File: src/rtl/lsu_pkg.sv
// Shared LSU constants: access-size encodings, default address map, FSM states.
package lsu_pkg;

  localparam logic [1:0] LSU_SIZE_B = 2'b00;
  localparam logic [1:0] LSU_SIZE_H = 2'b01;
  localparam logic [1:0] LSU_SIZE_W = 2'b10;

  localparam logic [31:0] LSU_DMEM_BASE_DEF = 32'h0001_0000;
  localparam logic [31:0] LSU_MMIO_BASE_DEF = 32'h1000_0000;

  typedef enum logic [1:0] {
    ST_IDLE,
    ST_RAM_WAIT,
    ST_MMIO_WAIT,
    ST_RESP
  } lsu_state_t;

  // Illegal size or natural-alignment violation for the given byte offset.
  function automatic logic lsu_misaligned(input logic [1:0] size, input logic [1:0] off);
    logic bad;
    case (size)
      LSU_SIZE_B: bad = 1'b0;
      LSU_SIZE_H: bad = off[0];
      LSU_SIZE_W: bad = (off != 2'b00);
      default:    bad = 1'b1;
    endcase
    return bad;
  endfunction

endpackage

File: src/rtl/lsu_if.sv
// LSU bus bundle: request/response handshake, data-RAM port and FIFO register port.
// Member names keep the original port names; slave is the LSU side.
interface lsu_if #(
  parameter int unsigned DMEM_AW = 10
) ();

  logic               req_valid_i;
  logic               req_ready_o;
  logic               req_we_i;
  logic [1:0]         req_size_i;
  logic               req_unsigned_i;
  logic [31:0]        req_addr_i;
  logic [31:0]        req_wdata_i;

  logic               resp_valid_o;
  logic [31:0]        resp_rdata_o;
  logic               resp_err_o;

  logic               dmem_en_o;
  logic [3:0]         dmem_we_o;
  logic [DMEM_AW-1:0] dmem_addr_o;
  logic [31:0]        dmem_wdata_o;
  logic [31:0]        dmem_rdata_i;

  logic               fifo_sel_o;
  logic               fifo_read_o;
  logic               fifo_write_o;
  logic [1:0]         fifo_addr_o;
  logic [7:0]         fifo_data_o;
  logic [7:0]         fifo_data_i;

  modport slave (
    input  req_valid_i, req_we_i, req_size_i, req_unsigned_i, req_addr_i, req_wdata_i,
    input  dmem_rdata_i, fifo_data_i,
    output req_ready_o, resp_valid_o, resp_rdata_o, resp_err_o,
    output dmem_en_o, dmem_we_o, dmem_addr_o, dmem_wdata_o,
    output fifo_sel_o, fifo_read_o, fifo_write_o, fifo_addr_o, fifo_data_o
  );

  modport master (
    output req_valid_i, req_we_i, req_size_i, req_unsigned_i, req_addr_i, req_wdata_i,
    output dmem_rdata_i, fifo_data_i,
    input  req_ready_o, resp_valid_o, resp_rdata_o, resp_err_o,
    input  dmem_en_o, dmem_we_o, dmem_addr_o, dmem_wdata_o,
    input  fifo_sel_o, fifo_read_o, fifo_write_o, fifo_addr_o, fifo_data_o
  );

endinterface

File: src/rtl/lsu_align.sv
// Combinational lane logic: store byte-enables and data replication,
// load lane extraction with sign/zero extension.
module lsu_align
  import lsu_pkg::*;
(
  input  logic [1:0]  st_size_i,
  input  logic [1:0]  st_off_i,
  input  logic [31:0] st_data_i,
  output logic [3:0]  st_mask_o,
  output logic [31:0] st_data_o,

  input  logic [1:0]  ld_size_i,
  input  logic [1:0]  ld_off_i,
  input  logic        ld_unsigned_i,
  input  logic [31:0] ld_word_i,
  output logic [31:0] ld_data_o
);

  logic [31:0] ld_shift;

  // Store side: lane mask from size/offset, data copied into every lane.
  always_comb begin
    st_mask_o = '0;
    st_data_o = st_data_i;
    case (st_size_i)
      LSU_SIZE_B: begin
        st_mask_o = 4'b0001 << st_off_i;
        st_data_o = {4{st_data_i[7:0]}};
      end
      LSU_SIZE_H: begin
        st_mask_o = 4'b0011 << {st_off_i[1], 1'b0};
        st_data_o = {2{st_data_i[15:0]}};
      end
      LSU_SIZE_W: st_mask_o = '1;
      default:    st_mask_o = '0;
    endcase
  end

  // Load side: shift addressed lane down to bit 0, then extend.
  always_comb begin
    ld_shift  = ld_word_i >> {ld_off_i, 3'b000};
    ld_data_o = ld_word_i;
    case (ld_size_i)
      LSU_SIZE_B: ld_data_o = ld_unsigned_i ? {24'h0, ld_shift[7:0]}
                                            : {{24{ld_shift[7]}}, ld_shift[7:0]};
      LSU_SIZE_H: ld_data_o = ld_unsigned_i ? {16'h0, ld_shift[15:0]}
                                            : {{16{ld_shift[15]}}, ld_shift[15:0]};
      default:    ld_data_o = ld_word_i;
    endcase
  end

endmodule

File: src/rtl/lsu.sv
// Load/store unit: decodes a request into a data-RAM or FIFO-register access,
// issues single-cycle strobes in the accept cycle and returns a one-cycle response.
module lsu
  import lsu_pkg::*;
#(
  parameter int unsigned DMEM_AW   = 10,
  parameter logic [31:0] DMEM_BASE = LSU_DMEM_BASE_DEF,
  parameter logic [31:0] MMIO_BASE = LSU_MMIO_BASE_DEF
) (
  input  logic clk_i,
  input  logic rst_i,
  lsu_if.slave bus
);

  // 33-bit bounds so a window touching the top of the address space cannot wrap.
  localparam logic [32:0] DMEM_LO = {1'b0, DMEM_BASE};
  localparam logic [32:0] DMEM_HI = {1'b0, DMEM_BASE} + (33'd4 << DMEM_AW);
  localparam logic [32:0] MMIO_LO = {1'b0, MMIO_BASE};
  localparam logic [32:0] MMIO_HI = {1'b0, MMIO_BASE} + 33'd4;

  lsu_state_t  state_q, state_d;
  logic        resp_valid_q, resp_valid_d;
  logic        resp_err_q, resp_err_d;
  logic [31:0] rdata_q, rdata_d;
  logic [1:0]  ld_size_q, ld_size_d;
  logic [1:0]  ld_off_q, ld_off_d;
  logic        ld_uns_q, ld_uns_d;

  logic [32:0] addr_x;
  logic        ram_hit, mmio_hit, fault, accept, go;
  logic [3:0]  st_mask;
  logic [31:0] st_data, ld_word, ld_data;

  // Address decode and fault classification of the presented request.
  always_comb begin
    addr_x   = {1'b0, bus.req_addr_i};
    ram_hit  = (addr_x >= DMEM_LO) && (addr_x < DMEM_HI);
    mmio_hit = (addr_x >= MMIO_LO) && (addr_x < MMIO_HI);
    fault    = lsu_misaligned(bus.req_size_i, bus.req_addr_i[1:0])
             | !(ram_hit || mmio_hit)
             | (mmio_hit && (bus.req_size_i != LSU_SIZE_B));
    bus.req_ready_o = (state_q == ST_IDLE) && !rst_i;
    accept = bus.req_valid_i && bus.req_ready_o;
    go     = accept && !fault;
  end

  // MMIO loads reuse the byte extractor with the FIFO byte placed in lane 0.
  always_comb begin
    ld_word = (state_q == ST_MMIO_WAIT) ? {24'h0, bus.fifo_data_i} : bus.dmem_rdata_i;
  end

  lsu_align u_align (
    .st_size_i     (bus.req_size_i),
    .st_off_i      (bus.req_addr_i[1:0]),
    .st_data_i     (bus.req_wdata_i),
    .st_mask_o     (st_mask),
    .st_data_o     (st_data),
    .ld_size_i     (ld_size_q),
    .ld_off_i      (ld_off_q),
    .ld_unsigned_i (ld_uns_q),
    .ld_word_i     (ld_word),
    .ld_data_o     (ld_data)
  );

  // Strobes exist only in the accept cycle of a non-faulting request.
  always_comb begin
    bus.dmem_en_o    = go && ram_hit;
    bus.dmem_we_o    = (go && ram_hit && bus.req_we_i) ? st_mask : 4'b0000;
    bus.dmem_addr_o  = bus.req_addr_i[DMEM_AW+1:2] - DMEM_BASE[DMEM_AW+1:2];
    bus.dmem_wdata_o = st_data;
    bus.fifo_sel_o   = go && mmio_hit;
    bus.fifo_read_o  = go && mmio_hit && !bus.req_we_i;
    bus.fifo_write_o = go && mmio_hit && bus.req_we_i;
    bus.fifo_addr_o  = bus.req_addr_i[1:0];
    bus.fifo_data_o  = bus.req_wdata_i[7:0];
  end

  // Next-state and response computation.
  always_comb begin
    state_d      = state_q;
    resp_valid_d = 1'b0;
    resp_err_d   = 1'b0;
    rdata_d      = rdata_q;
    ld_size_d    = ld_size_q;
    ld_off_d     = ld_off_q;
    ld_uns_d     = ld_uns_q;
    case (state_q)
      ST_IDLE: begin
        if (accept) begin
          ld_size_d = bus.req_size_i;
          ld_off_d  = ram_hit ? bus.req_addr_i[1:0] : 2'b00;
          ld_uns_d  = bus.req_unsigned_i;
          if (fault) begin
            state_d      = ST_RESP;
            resp_valid_d = 1'b1;
            resp_err_d   = 1'b1;
            rdata_d      = '0;
          end else if (bus.req_we_i) begin
            state_d      = ST_RESP;
            resp_valid_d = 1'b1;
            rdata_d      = '0;
          end else if (ram_hit) begin
            state_d = ST_RAM_WAIT;
          end else begin
            state_d = ST_MMIO_WAIT;
          end
        end
      end
      ST_RAM_WAIT, ST_MMIO_WAIT: begin
        state_d      = ST_RESP;
        resp_valid_d = 1'b1;
        rdata_d      = ld_data;
      end
      ST_RESP: state_d = ST_IDLE;
      default: state_d = ST_IDLE;
    endcase
  end

  // State and registered response outputs.
  always_ff @(posedge clk_i) begin
    if (rst_i) begin
      state_q      <= ST_IDLE;
      resp_valid_q <= 1'b0;
      resp_err_q   <= 1'b0;
      rdata_q      <= '0;
      ld_size_q    <= '0;
      ld_off_q     <= '0;
      ld_uns_q     <= 1'b0;
    end else begin
      state_q      <= state_d;
      resp_valid_q <= resp_valid_d;
      resp_err_q   <= resp_err_d;
      rdata_q      <= rdata_d;
      ld_size_q    <= ld_size_d;
      ld_off_q     <= ld_off_d;
      ld_uns_q     <= ld_uns_d;
    end
  end

  assign bus.resp_valid_o = resp_valid_q;
  assign bus.resp_err_o   = resp_err_q;
  assign bus.resp_rdata_o = rdata_q;

endmodule

File: src/flat_wrapper.sv
// flat-port wrapper written by rule: the top's interface ports become plain ports
module lsu_flat import lsu_pkg::*;
#(
  parameter int unsigned DMEM_AW   = 10,
  parameter logic [31:0] DMEM_BASE = LSU_DMEM_BASE_DEF,
  parameter logic [31:0] MMIO_BASE = LSU_MMIO_BASE_DEF
)
  (clk_i, rst_i, bus_req_valid_i, bus_req_we_i, bus_req_size_i, bus_req_unsigned_i, bus_req_addr_i, bus_req_wdata_i, bus_dmem_rdata_i, bus_fifo_data_i, bus_req_ready_o, bus_resp_valid_o, bus_resp_rdata_o, bus_resp_err_o, bus_dmem_en_o, bus_dmem_we_o, bus_dmem_addr_o, bus_dmem_wdata_o, bus_fifo_sel_o, bus_fifo_read_o, bus_fifo_write_o, bus_fifo_addr_o, bus_fifo_data_o);
  lsu_if #(.DMEM_AW(DMEM_AW)) bus_i ();
  input  logic clk_i;
  input  logic rst_i;
  input wire logic [$bits(bus_i.req_valid_i)-1:0] bus_req_valid_i;
  input wire logic [$bits(bus_i.req_we_i)-1:0] bus_req_we_i;
  input wire logic [$bits(bus_i.req_size_i)-1:0] bus_req_size_i;
  input wire logic [$bits(bus_i.req_unsigned_i)-1:0] bus_req_unsigned_i;
  input wire logic [$bits(bus_i.req_addr_i)-1:0] bus_req_addr_i;
  input wire logic [$bits(bus_i.req_wdata_i)-1:0] bus_req_wdata_i;
  input wire logic [$bits(bus_i.dmem_rdata_i)-1:0] bus_dmem_rdata_i;
  input wire logic [$bits(bus_i.fifo_data_i)-1:0] bus_fifo_data_i;
  output wire logic [$bits(bus_i.req_ready_o)-1:0] bus_req_ready_o;
  output wire logic [$bits(bus_i.resp_valid_o)-1:0] bus_resp_valid_o;
  output wire logic [$bits(bus_i.resp_rdata_o)-1:0] bus_resp_rdata_o;
  output wire logic [$bits(bus_i.resp_err_o)-1:0] bus_resp_err_o;
  output wire logic [$bits(bus_i.dmem_en_o)-1:0] bus_dmem_en_o;
  output wire logic [$bits(bus_i.dmem_we_o)-1:0] bus_dmem_we_o;
  output wire logic [$bits(bus_i.dmem_addr_o)-1:0] bus_dmem_addr_o;
  output wire logic [$bits(bus_i.dmem_wdata_o)-1:0] bus_dmem_wdata_o;
  output wire logic [$bits(bus_i.fifo_sel_o)-1:0] bus_fifo_sel_o;
  output wire logic [$bits(bus_i.fifo_read_o)-1:0] bus_fifo_read_o;
  output wire logic [$bits(bus_i.fifo_write_o)-1:0] bus_fifo_write_o;
  output wire logic [$bits(bus_i.fifo_addr_o)-1:0] bus_fifo_addr_o;
  output wire logic [$bits(bus_i.fifo_data_o)-1:0] bus_fifo_data_o;
  assign bus_i.req_valid_i = bus_req_valid_i;
  assign bus_i.req_we_i = bus_req_we_i;
  assign bus_i.req_size_i = bus_req_size_i;
  assign bus_i.req_unsigned_i = bus_req_unsigned_i;
  assign bus_i.req_addr_i = bus_req_addr_i;
  assign bus_i.req_wdata_i = bus_req_wdata_i;
  assign bus_i.dmem_rdata_i = bus_dmem_rdata_i;
  assign bus_i.fifo_data_i = bus_fifo_data_i;
  assign bus_req_ready_o = bus_i.req_ready_o;
  assign bus_resp_valid_o = bus_i.resp_valid_o;
  assign bus_resp_rdata_o = bus_i.resp_rdata_o;
  assign bus_resp_err_o = bus_i.resp_err_o;
  assign bus_dmem_en_o = bus_i.dmem_en_o;
  assign bus_dmem_we_o = bus_i.dmem_we_o;
  assign bus_dmem_addr_o = bus_i.dmem_addr_o;
  assign bus_dmem_wdata_o = bus_i.dmem_wdata_o;
  assign bus_fifo_sel_o = bus_i.fifo_sel_o;
  assign bus_fifo_read_o = bus_i.fifo_read_o;
  assign bus_fifo_write_o = bus_i.fifo_write_o;
  assign bus_fifo_addr_o = bus_i.fifo_addr_o;
  assign bus_fifo_data_o = bus_i.fifo_data_o;
  lsu #(.DMEM_AW(DMEM_AW), .DMEM_BASE(DMEM_BASE), .MMIO_BASE(MMIO_BASE)) u_core (.clk_i(clk_i), .rst_i(rst_i), .bus(bus_i));
endmodule
File: config.mk
export PLATFORM = sky130hd
export DESIGN_NAME = lsu_flat
export DESIGN_NICKNAME = d
export VERILOG_FILES = /design/src/rtl/lsu_pkg.sv /design/src/rtl/lsu_if.sv /design/src/rtl/lsu_align.sv /design/src/rtl/lsu.sv /design/src/flat_wrapper.sv
export SDC_FILE = /design/constraint.sdc
export NUM_CORES = 1
export LEC_CHECK = 0
export CORE_UTILIZATION = 40
export DETAILED_ROUTE_END_ITERATION = 12
export PLACE_DENSITY = 0.92
export SYNTH_ARGS = -nofsm -noshare
export SYNTH_HDL_FRONTEND = slang
export SYNTH_SLANG_ARGS = --single-unit
File: constraint.sdc
create_clock -name clk_i -period 2.7 [get_ports clk_i]
set_input_delay 0.54 -clock clk_i [delete_from_list [all_inputs] [get_ports clk_i]]
set_output_delay 0.54 -clock clk_i [all_outputs]
set_load 0.01 [all_outputs]
# Word level (Yosys, flattened, before mapping)
# Cells that the tools add are included.
# word_totals
register_bits,41
in_bits,111
output_inout_bits,95
wordCells,75
# op_classes
order_cmp,4
n_eq_ne,8
n_shift,3
muxes,23
n_bitwise,4
n_reduce_logical,26
# ops
operator,count
$mux 32,6
$pmux 32 s2,3
$ge 32x17->1 const B,1
$ge 32x29->1 const B,1
$lt 32x17->1 const B,1
$lt 32x29->1 const B,1
$shr 32x5->16,1
$pmux 4 s3,1
$logic_and 1x1->1,11
$mux 2,5
$eq 2x1->1 const B,3
$eq 2x2->1 const B,3
$logic_not 2->1,3
$pmux 2 s3,1
$reduce_bool 2->1,3
$logic_not 1->1,4
$mux 1,4
$mux 4,1
$shl 1x2->4 const A,1
$shl 2x2->4 const A,1
$ne 3x2->1 const B,1
$pmux 1 s3,1
$reduce_and 3->1,1
$reduce_or 3->1,1
other kinds (7),9

# Depth between registers and ports, before layout
# Gate-level depths: netlist of the first run.
# logic_depth
depth_word,11
ltp_mapped,10
depth_no_buf,7

# Modules after synthesis
# A second synthesis of the first run with hierarchy kept.
# hier_totals
cells_unflattened,458
area_unflattened_um2,3628.5
# by_module_without_submodules
module,instances,cells_per_inst,area_each_um2,seq_area_each_um2
lsu,1,281,2414.8,820.8
lsu_align,1,177,1213.7,0.0

# Least setup slack after synthesis of the first run
# OpenSTA, ideal clock, no wires.
# synth_timing
kind,input to output
startpoint,input port bus_req_addr_i[25]
endpoint,output port bus_fifo_read_o
arrival_ns,1.942
t_required_ns,2.160
path_slack_ns,0.218
path_stages,5
path_buffers,0
cell_sequence,nor4_4 nand2_1 or3_4 nor4b_4 nor2b_1
# synth_via
elab_chain_cells,10
word_cells_on_any_way,15
cone_classes,order compare: 4; bitwise: 2; reduce/logical: 9
# synth_rtl
element,line_no,source
start: declaration,flat_wrapper.sv:16,input wire logic [$bits(bus_i.req_addr_i)-1:0] bus_req_addr_i;
$ge 32x17->1 (tied with other cells),lsu.sv:37,ram_hit = (addr_x >= DMEM_LO) && (addr_x < DMEM_HI);
"$logic_and 1x1->1, on equally long branches","lsu.sv:37, lsu.sv:38",
$logic_or 1x1->1,lsu.sv:40,| !(ram_hit || mmio_hit)
$logic_not 1->1,lsu.sv:40,
$or 1x1->1,lsu.sv:40,
$or 1x1->1,lsu.sv:41,| (mmio_hit && (bus.req_size_i != LSU_SIZE_B));
$logic_not 1->1,lsu.sv:44,go = accept && !fault;
$logic_and 1x1->1,lsu.sv:44,
$logic_and 1x1->1 (*),n/a,
via bus_fifo_sel_o,flat_wrapper.sv:28,output wire logic [$bits(bus_i.fifo_sel_o)-1:0] bus_fifo_sel_o;
$logic_and 1x1->1 (*),lsu.sv:72,bus.fifo_read_o = go && mmio_hit && !bus.req_we_i;
end: declaration,flat_wrapper.sv:29,output wire logic [$bits(bus_i.fifo_read_o)-1:0] bus_fifo_read_o;
# The timed path passes the listed nets; every way through them passes the cells marked *.

# Worst setup path in the final report of the first run
# layout_timing
startpoint,input port bus_req_addr_i[16]
endpoint,output port bus_fifo_read_o
# layout_via
elab_chain_cells,10
word_cells_on_any_way,15
cone_classes,order compare: 4; bitwise: 2; reduce/logical: 9
# layout_rtl
element,line_no
$ge 32x17->1 (tied with other cells),lsu.sv:37
"$logic_and 1x1->1, on equally long branches","lsu.sv:37, lsu.sv:38"
$logic_or 1x1->1,lsu.sv:40
$logic_not 1->1,lsu.sv:40
$or 1x1->1,lsu.sv:40
$or 1x1->1,lsu.sv:41
$logic_not 1->1,lsu.sv:44
$logic_and 1x1->1,lsu.sv:44
$logic_and 1x1->1 (*) (2 in a row),lsu.sv:72
# Mark *: on every way between the ends. The rest lies on a longest branch, timed or not.

==> results.txt, run 1 <==
Status: finished with violations
Failing checks: negative setup slack
Area grow syn2layout: 60.4%
Setup Skew: 0.00316 ns
Lkg Pwr: 2.49 nW
CTS tree: done
Gr usage total: 0.271
Setup crit start kind: input pin
RSZ-0062 raised after global routing: yes
Filler instances: 680
Wirelength per Cell: 18.1 um
Final Total Pwr: 3.68 mW
Synth Area per Inst: 8.34 sq um
Final net count: 765
Mean number of vias per cell: 5.64
Yosys reg bits: 41
Most frequent cells in the layout: clkdlybuf4s50_1, buf_4, nand2b_1, mux2i_1, dfxtp_1
Critical Path RT: 2.16 ns
Boundary Pins: 206
Cells after DPL: 742
Maximum vdd drop: 0.565 mV
Initial Util: 0.422
Buf+Inv Stages, Crit Path: 2
Maximum clock rate: 369 MHz
Number of global-route vias before repair: 4432
Primary FF master, synth: dfxtp_1
Total CTS buffers: 5
Max clock buf depth: 2
Fin area: 6020 sq um
Fin Hold WS: 0.480 ns
Routability congestion estimate: 0.867
CP max stage cell: or3_4
ANT nets after route: 0
Final setup margin: -0.0111 ns
Most common cell after layout, fill and taps aside: clkdlybuf4s50_1
Min Tclk post-route: 2.71 ns
Syn Nets: 565
Critical Path Sink Type: output port
Layout Cells excl Fill: 759
Hold Violations, Final: 0
Slew @ Worst Pin: 0.779 ns
Distinct cells, synth: 52
Antenna violations before repair: 0
Ys async rst share: 0
Max Slew Vio Count: 0
PortBufs: 205
Gate Count Post-Synth: 450
Delay-heaviest family, CP: simple AND/OR/NAND/NOR gates
Vias post-DR: 4277
Die area: 9770 sq um
Netlist Area Pre-Place: 3750 sq um
CP cell instances: buf_8, nor4_4, nand3_1, or3_4, nor4b_4, nor2b_4, buf_6
Worst min path class: flip-flop to flip-flop
Max-Slew Margin vs Limit: 0.481
Total power per unit cell area: 612 nW/um^2
Arr. time, crit path: 2.17 ns
Post-Route WL: 13.7 mm
Critical setup path kind: input pin to output port
CTS root buf: clkbuf_8
Max-cap violation count: 0
Fin crit share: 1.00
Crit Path Max Fanout: 3
Slowest stage delay, CP: 0.41 ns
Skew-Pair Late Insertion Delay: 0.29 ns
DRC Markers: 0
TritonRoute pass-1 iters: 5
DP HPWL: 10.2 mm
Clock sink count: 41
Die Y: 98.8 um
Clock-pin slew on the worst setup and hold paths: 0.08 ns
Initial drt markers: 267
Chip Width: 98.8 um
H-tree depth: 2
CTS Hold Bufs: 0
Sequential element share of the synthesized area: 0.219
GR Overflow Total: 0
Area post-placement: 5850 sq um
Ant diodes: 0
Largest net degree at the start of global routing: 42
Synth warn: 0
Core Region: 8890 sq um
Post-synth EDFFs: 0
Std cell rows: 34
First-pass GRT wire length: 21.1 mm
Layout cells sized above 1: 0.214
Setup violations, final: 1
cells in the mapped netlist, types with 3 or more instances:
master,number,share of area
a21oi_1,28,0.037
dfxtp_1,41,0.22
mux2i_1,44,0.12
inv_1,11,0.011
mux2_2,23,0.069
clkbuf_1,21,0.021
nor3_1,6,0.0080
nor2_1,19,0.019
buf_4,29,0.058
nor2b_1,26,0.043
a22oi_1,6,0.012
nand2_1,24,0.024
nand3_1,3,0.0040
o221ai_1,15,0.035
o211ai_1,5,0.010
nor4_1,4,0.0067
o21ai_0,38,0.051
a21o_1,5,0.010
nand2b_1,45,0.075
buf_1,3,0.0030
nor4_4,5,0.028
buf_12,3,0.016
ha_1,4,0.013
buf_2,5,0.0067
metal layers:
metal  global-route usage  vias up  share of wire
li1                     -     1998              -
met1                0.270     1969           0.35
met2                0.528      252           0.52
met3               0.0617       58          0.079
met4                0.123        0          0.047
met5                    0        -              0
per-stage QoR:
stage,utilization,TNS [ns],setup WS [ns]
final,0.677,-0.0111,-0.0111
after global routing,0.677,-0.371,-0.0885
after CTS,0.669,-0.00140,-0.00140
after detailed placement,0.658,-9.85,-0.797
after global placement,0.658,-7.76,-0.690
after floorplan,-,0,0.218
cells by family after synthesis:
group           Yosys count  synth area share
compound gates          118             0.210
mux                      67             0.186
simple gates            147             0.252
buf+inv                  73             0.119
flops                    41             0.219
fa+ha+maj                 4            0.0133
power by group:
group / total (mW) / switching [mW] / internal, mW / leakage [nW]
Clock: 0.396 / 0.217 / 0.178 / 0.0439
Sequential: 0.961 / 0.140 / 0.821 / 0.335
Combinational: 2.33 / 1.16 / 1.16 / 2.11
Total: 3.68 / 1.52 / 2.16 / 2.49
sequential cells by signal, indices dropped and copies added, names as in the netlist:
name / count
u_core.bus.resp_rdata_o: 32
u_core.ld_off_q: 2
u_core.ld_size_q: 2
u_core.state_q: 2
u_core.bus.resp_err_o: 1
u_core.bus.resp_valid_o: 1
u_core.ld_uns_q: 1
worst paths after layout:
kind	startpoint	to	slack [ns]	cells past startpoint
max reg2reg	u_core.state_q[0]$_SDFFE_PP0P_	u_core.bus.resp_rdata_o[14]$_SDFFE_PP0P_	0.21	7
max	bus_req_addr_i[16]	bus_fifo_read_o	-0.01	7
min reg2reg	u_core.bus.resp_rdata_o[2]$_SDFFE_PP0P_	u_core.bus.resp_rdata_o[2]$_SDFFE_PP0P_	0.48	2
min	u_core.bus.resp_rdata_o[2]$_SDFFE_PP0P_	u_core.bus.resp_rdata_o[2]$_SDFFE_PP0P_	0.48	2
what timing repair did:
action                                  4_1_cts  5_1_grt
buffers inserted                              7        2
hold endpoints to repair                      0        0
endpoints found under the setup margin       30       16
gates resized for setup                     134       52
pin swaps                                    16       13
layout make-up:
| cell class | instances | area, sq um | share of cell area |
|---|---|---|---|
| flip-flops and latches | 41 | 821 | 0.136 |
| well taps | 108 | 135 | 0.0225 |
| repair buffers | 255 | 2370 | 0.394 |
| clock inverters | 3 | 17.5 | 0.00291 |
| inverters | 11 | 41.3 | 0.00686 |
| clock buffers | 5 | 68.8 | 0.0114 |
| multi-input cells | 336 | 2560 | 0.426 |
tightest hold or removal path: cells and delay by family (launching register included):
kind / cells / cell delay (ns)
flip-flops: 1 / 0.31
AND/OR/NAND/NOR: 1 / 0.06
multiplexers: 1 / 0.06
No activity file was read; power rests on OpenSTA's default activity.
==> inputs of run 2 (changes only) <==
Settings changed: CORE_UTILIZATION 40 to 36, PLACE_DENSITY 0.92 to 0.87.
Clock period 2.7 ns to 2.23 ns, I/O delays scaled along.
==> run 2 against run 1 <==
  * Clock-buffer cell count up 2
  * Largest cell class is now non-clock buffers
  * Sequential power is 21% higher
  * The flow still finishes with violations (negative setup slack)
  * First-iteration DRC count fell by 35%
  * Utilization shrank 2.8 points
  * Combinational power grew 43%
  * Final cell count increased by 7.6%
  * Register-to-register slack got worse by 0.11 ns
  * Setup slack lost 0.29 ns
  * Critical path type unchanged
  * Highest routed layer unchanged
==> results.txt, run 2 (synthesis results as in run 1) <==
Die area: 10800 sq um
Mean number of vias per cell: 5.40
GR Overflow Total: 0
Critical Path Sink Type: output port
DRC Markers: 0
Filler instances: 774
Worst hold endpoint: u_core.bus.resp_rdata_o[17]$_SDFFE_PP0P_
Chip Width: 104 um
TritonRoute pass-1 iters: 4
Critical Path Source: bus_req_addr_i[9]
R2R Setup Slk: 0.10 ns
Multi-input gate area: 2620 sq um
Crit Path Max Fanout: 2
Max-cap violation count: 0
Number of global-route vias before repair: 4419
Maximum clock rate: 395 MHz
Lkg Pwr: 2.69 nW
First-pass GRT wire length: 21.5 mm
Placement Setup Slack: -1.13 ns
Initial Util: 0.377
Setup crit start kind: input pin
CTS root buf: clkbuf_8
Max clock buf depth: 2
Status: finished with violations
Clock-pin slew on the worst setup and hold paths: 0.08 ns
H-tree depth: 2
Gr usage total: 0.245
R2r startpoint: u_core.state_q[0]$_SDFFE_PP0P_
Max-Slew Margin vs Limit: 0.614
Sequential cell area: 822 sq um
Ant diodes: 0
Worst R2R End: u_core.bus.resp_rdata_o[14]$_SDFFE_PP0P_
Boundary Pins: 206
Std cell rows: 36
Layout cells sized above 1: 0.269
CTS tree: done
Arr. time, crit path: 2.09 ns
Clock sink count: 41
Most frequent cells in the layout: clkdlybuf4s50_1, buf_4, nand2b_1, mux2i_1, dfxtp_1
Area grow syn2layout: 72.0%
Maximum vdd drop: 0.503 mV
RSZ-0062 raised after global routing: yes
Routability congestion estimate: 0.860
Core Region: 9950 sq um
PortBufs: 205
Max reg flops: 32
CTS Hold Bufs: 0
Wirelength per Cell: 17.7 um
Worst hold path depth: 2
Most common cell after layout, fill and taps aside: clkdlybuf4s50_1
Vias post-DR: 4413
Setup Skew: 0.0145 ns
FF-to-FF path depth: 10
Setup tns final: -1.92 ns
Max Slew Vio Count: 0
Final net count: 798
Total power per unit cell area: 795 nW/um^2
Hold path startpoint: u_core.bus.resp_rdata_o[17]$_SDFFE_PP0P_
Critical Path RT: 1.78 ns
Final Total Pwr: 5.13 mW
Total CTS buffers: 5
Failing checks: negative setup slack
Slew @ Worst Pin: 0.578 ns
Skew-Pair Late Insertion Delay: 0.30 ns
Antenna violations before repair: 0
Final setup margin: -0.302 ns
Min Tclk post-route: 2.53 ns
Initial drt markers: 173
Setup violations, final: 8
Hold Violations, Final: 0
Largest net degree at the start of global routing: 42
ANT nets after route: 0
DP HPWL: 10.9 mm
Fin crit share: 1.14
Worst min path class: flip-flop to flip-flop
Critical setup path kind: input pin to output port
Post-Route WL: 14.4 mm
Die Y: 104 um
==> run 2: changes by cell type in the layout (fill, tap and decap cells not counted), sizes merged, moves of 2 or more <==
cell           change
buf               +35
dlygate4sd2       +14
clkinv             -2
dlymetal6s2s       -5
clkdlybuf4s50      -8
==> run 2: through the flow <==
stage | util | cells | hold slack, ns | instance area, sq um
final | 0.648 | 817 | 0.480 | 6450
after CTS | 0.629 | 811 | 0.483 | 6260
after global routing | 0.648 | 817 | 0.503 | 6450
after floorplan | - | 450 | 0.495 | 3760
after global placement | 0.616 | 796 | 0.461 | 6140
after detailed placement | 0.616 | 796 | 0.470 | 6140
==> run 2: critical path, stage by stage <==
cell             delay, ns
clkdlybuf4s15_2       0.21
nor4b_4               0.23
nand3_1               0.12
or3_4                 0.37
nor4b_4               0.29
buf_4                 0.18
nor2b_4               0.13
buf_6                 0.10
==> run 2: cell type report <==
| cell class | count | area share |
|---|---|---|
| timing repair buffer | 288 | 0.416 |
| clock buffer | 7 | 0.0134 |
| multi-input combinational | 336 | 0.407 |
| tap | 133 | 0.0258 |
| clock inverter | 1 | 0.00465 |
| inverter | 11 | 0.00640 |
| sequential | 41 | 0.127 |
==> run 2: worst max-delay path by stage <==
stage	end	slack (ns)	cells past startpoint
2_1_floorplan	bus_fifo_read_o	-0.03	5
3_3_place_gp	bus_fifo_read_o	-1.09	7
3_5_place_dp	bus_dmem_we_o[3]	-1.13	8
4_1_cts	bus_fifo_read_o	-0.33	8
5_1_grt	bus_fifo_read_o	-0.36	8
6_report	bus_fifo_read_o	-0.30	8
==> run 2: timing repair <==
action / CTS / global route
pin swaps: 16 / 15
cloned: 0 / 4
hold endpoints to repair: 0 / 0
setup buffers: 7 / 4
endpoints found under the setup margin: 64 / 40
resized for setup: 180 / 37
==> run 2: power breakdown <==
part	switching, mW	internal, mW	total, mW	leakage, nW
Combinational	1.59	1.74	3.34	2.29
Clock	0.265	0.365	0.630	0.0585
Sequential	0.169	0.996	1.16	0.335
==> run 2: routing by layer <==
metal	GRT usage	vias to the layer above	share of wire
met4	0.106	0	0.039
met1	0.252	2074	0.37
met3	0.0620	43	0.082
met2	0.463	236	0.51
li1	-	2060	-
met5	0	-	0
==> inputs of run 3 (changes only) <==
Settings changed: MAX_ROUTING_LAYER set to met4.
==> run 3 against run 2 <==
  * The run still ends with negative setup slack left
  * Final cell count rose by 0.86%
  * Clock power up 18%
  * Largest cell class unchanged
  * First-iteration DRC count rose by 10%
  * Global-route usage is 1.9 points higher
  * Clock-buffer cell count is 2 lower
  * Fmax down 1.7%
  * Sequential cell count did not move
  * Non-clock buffer count rose by 7
  * Combinational power is 2% higher
  * Critical endpoint is now bus_dmem_we_o[3]
  * Routed wire length up 1.8%
  * Setup slack worse by 0.043 ns
  * Power grew 3.5%
==> results.txt, run 3 (synthesis results as in run 1) <==
Chip Width: 104 um
P_int: 3.23 mW
Slowest stage delay, CP: 0.29 ns
Gate power share: 0.644
Layout Cells excl Fill: 824
Post-Route WL: 14.7 mm
Failing checks: negative setup slack
Vias post-DR: 4436
Number of global-route vias before repair: 4524
Setup Skew: 0.00937 ns
Die area: 10800 sq um
Final setup margin: -0.345 ns
Max reg flops: 32
Status: finished with violations
Most common cell after layout, fill and taps aside: clkdlybuf4s50_1
Max-Slew Margin vs Limit: 0.610
Skew-Pair Late Insertion Delay: 0.31 ns
Setup crit start kind: input pin
Routability congestion estimate: 0.912
Initial Util: 0.377
Lkg Pwr: 2.74 nW
Delay-heaviest family, CP: buffers and inverters
CTS Hold Bufs: 0
Most frequent cells in the layout: clkdlybuf4s50_1, buf_4, nand2b_1, mux2i_1, dfxtp_1
Setup violations, final: 8
Critical setup path kind: input pin to output port
Wirelength per Cell: 17.8 um
Uppermost layer routed: met4
CTS tree: done
WL met3: 1.12 mm
Area grow syn2layout: 73.6%
Buf+Inv Stages, Crit Path: 5
First-pass GRT wire length: 22.4 mm
TritonRoute pass-1 iters: 4
CTS root buf: clkbuf_8
Slew @ Worst Pin: 0.585 ns
Maximum vdd drop: 0.426 mV
RSZ-0062 raised after global routing: yes
Total power per unit cell area: 816 nW/um^2
Min Tclk post-route: 2.57 ns
Arr. time, crit path: 2.13 ns
Fin crit share: 1.15
GR Overflow Total: 0
Clock sink count: 41
Max-cap violation count: 0
Largest net degree at the start of global routing: 42
Util after Layout: 0.654
Core Region: 9950 sq um
Max clock buf depth: 2
Cells after DPL: 793
M1 WL: 5.49 mm
Clock-pin slew on the worst setup and hold paths: 0.09 ns
Ant diodes: 0
CP max stage cell: nor4_4
ANT nets after route: 0
Final net count: 805
Die Y: 104 um
Area post-placement: 6110 sq um
Placement Setup Slack: -1.24 ns
CP cell instances: buf_6, nor4_4, buf_4, nand3_4, buf_6, nor4_4, o2111ai_2, buf_4, a21oi_2, buf_2
Maximum clock rate: 388 MHz
Setup tns final: -2.09 ns
Total CTS buffers: 5
H-tree depth: 2
Crit Path Max Fanout: 3
Mean number of vias per cell: 5.38
Met2 routed WL: 7.70 mm
PortBufs: 205
DP HPWL: 10.7 mm
Sw power: 2.08 mW
Sw frac: 0.391
Initial drt markers: 191
Worst min path class: flip-flop to flip-flop
Hold Violations, Final: 0
Gr usage total: 0.263
Seq pwr share: 0.217
Fin area: 6510 sq um
Critical Path Sink Type: output port
Boundary Pins: 206
Power share of the clock group: 0.139
Critical Path RT: 1.78 ns
Max Slew Vio Count: 0
Layout cells sized above 1: 0.271
Std cell rows: 36
DRC Markers: 0
Antenna violations before repair: 0
-- run 3: worst paths after layout --
check                                                 from                                       end  slack, ns  cells past startpoint
hold reg to reg   u_core.bus.resp_rdata_o[14]$_SDFFE_PP0P_  u_core.bus.resp_rdata_o[14]$_SDFFE_PP0P_       0.48                      2
setup reg to reg            u_core.state_q[0]$_SDFFE_PP0P_  u_core.bus.resp_rdata_o[20]$_SDFFE_PP0P_       0.03                     10
hold / removal    u_core.bus.resp_rdata_o[14]$_SDFFE_PP0P_  u_core.bus.resp_rdata_o[14]$_SDFFE_PP0P_       0.48                      2
setup / recovery                        bus_req_addr_i[17]                          bus_dmem_we_o[3]      -0.34                     10
-- run 3: cell type report --
type	instances	area (sq um)
timing repair buffer	295	2760
inverter	11	41.3
sequential	41	821
multi-input combinational	336	2590
tap	133	166
clock inverter	3	65.1
fill	757	3440
clock buffer	5	68.8
-- run 3: power by group through the flow --
stage	clock [mW]	combinational (mW)	sequential, mW
final	0.741	3.42	1.15
after global routing	0.767	3.62	1.18
after CTS	0.737	3.03	1.15
after detailed placement	0	3.02	1.17
after global placement	0	2.93	1.15
after floorplan	0	1.69	1.25
-- run 3: layer usage --
layer  vias to the layer above  GRT usage
met5                         -          -
met4                         0     0.0735
met3                        36     0.0420
met2                       244      0.498
met1                      2084      0.281
li1                       2072          -
-- run 3: timing repair --
item / 4_1_cts / 5_1_grt
gates resized for setup: 185 / 23
cloned: 0 / 3
pin swaps: 21 / 10
setup endpoints to repair: 64 / 49
buffers inserted: 18 / 7
-- run 3: metrics by stage --
step / power (mW) / hold WS, ns
floorplan: 2.93 / 0.495
global placement: 4.09 / 0.462
detailed placement: 4.19 / 0.470
CTS: 4.91 / 0.484
global route: 5.57 / 0.504
finish: 5.31 / 0.481
-- run 3: worst min-delay path, cell delays in order, from the launching register on --
cell,delay [ns]
dfxtp_1,0.32
nand2b_1,0.06
mux2i_1,0.06
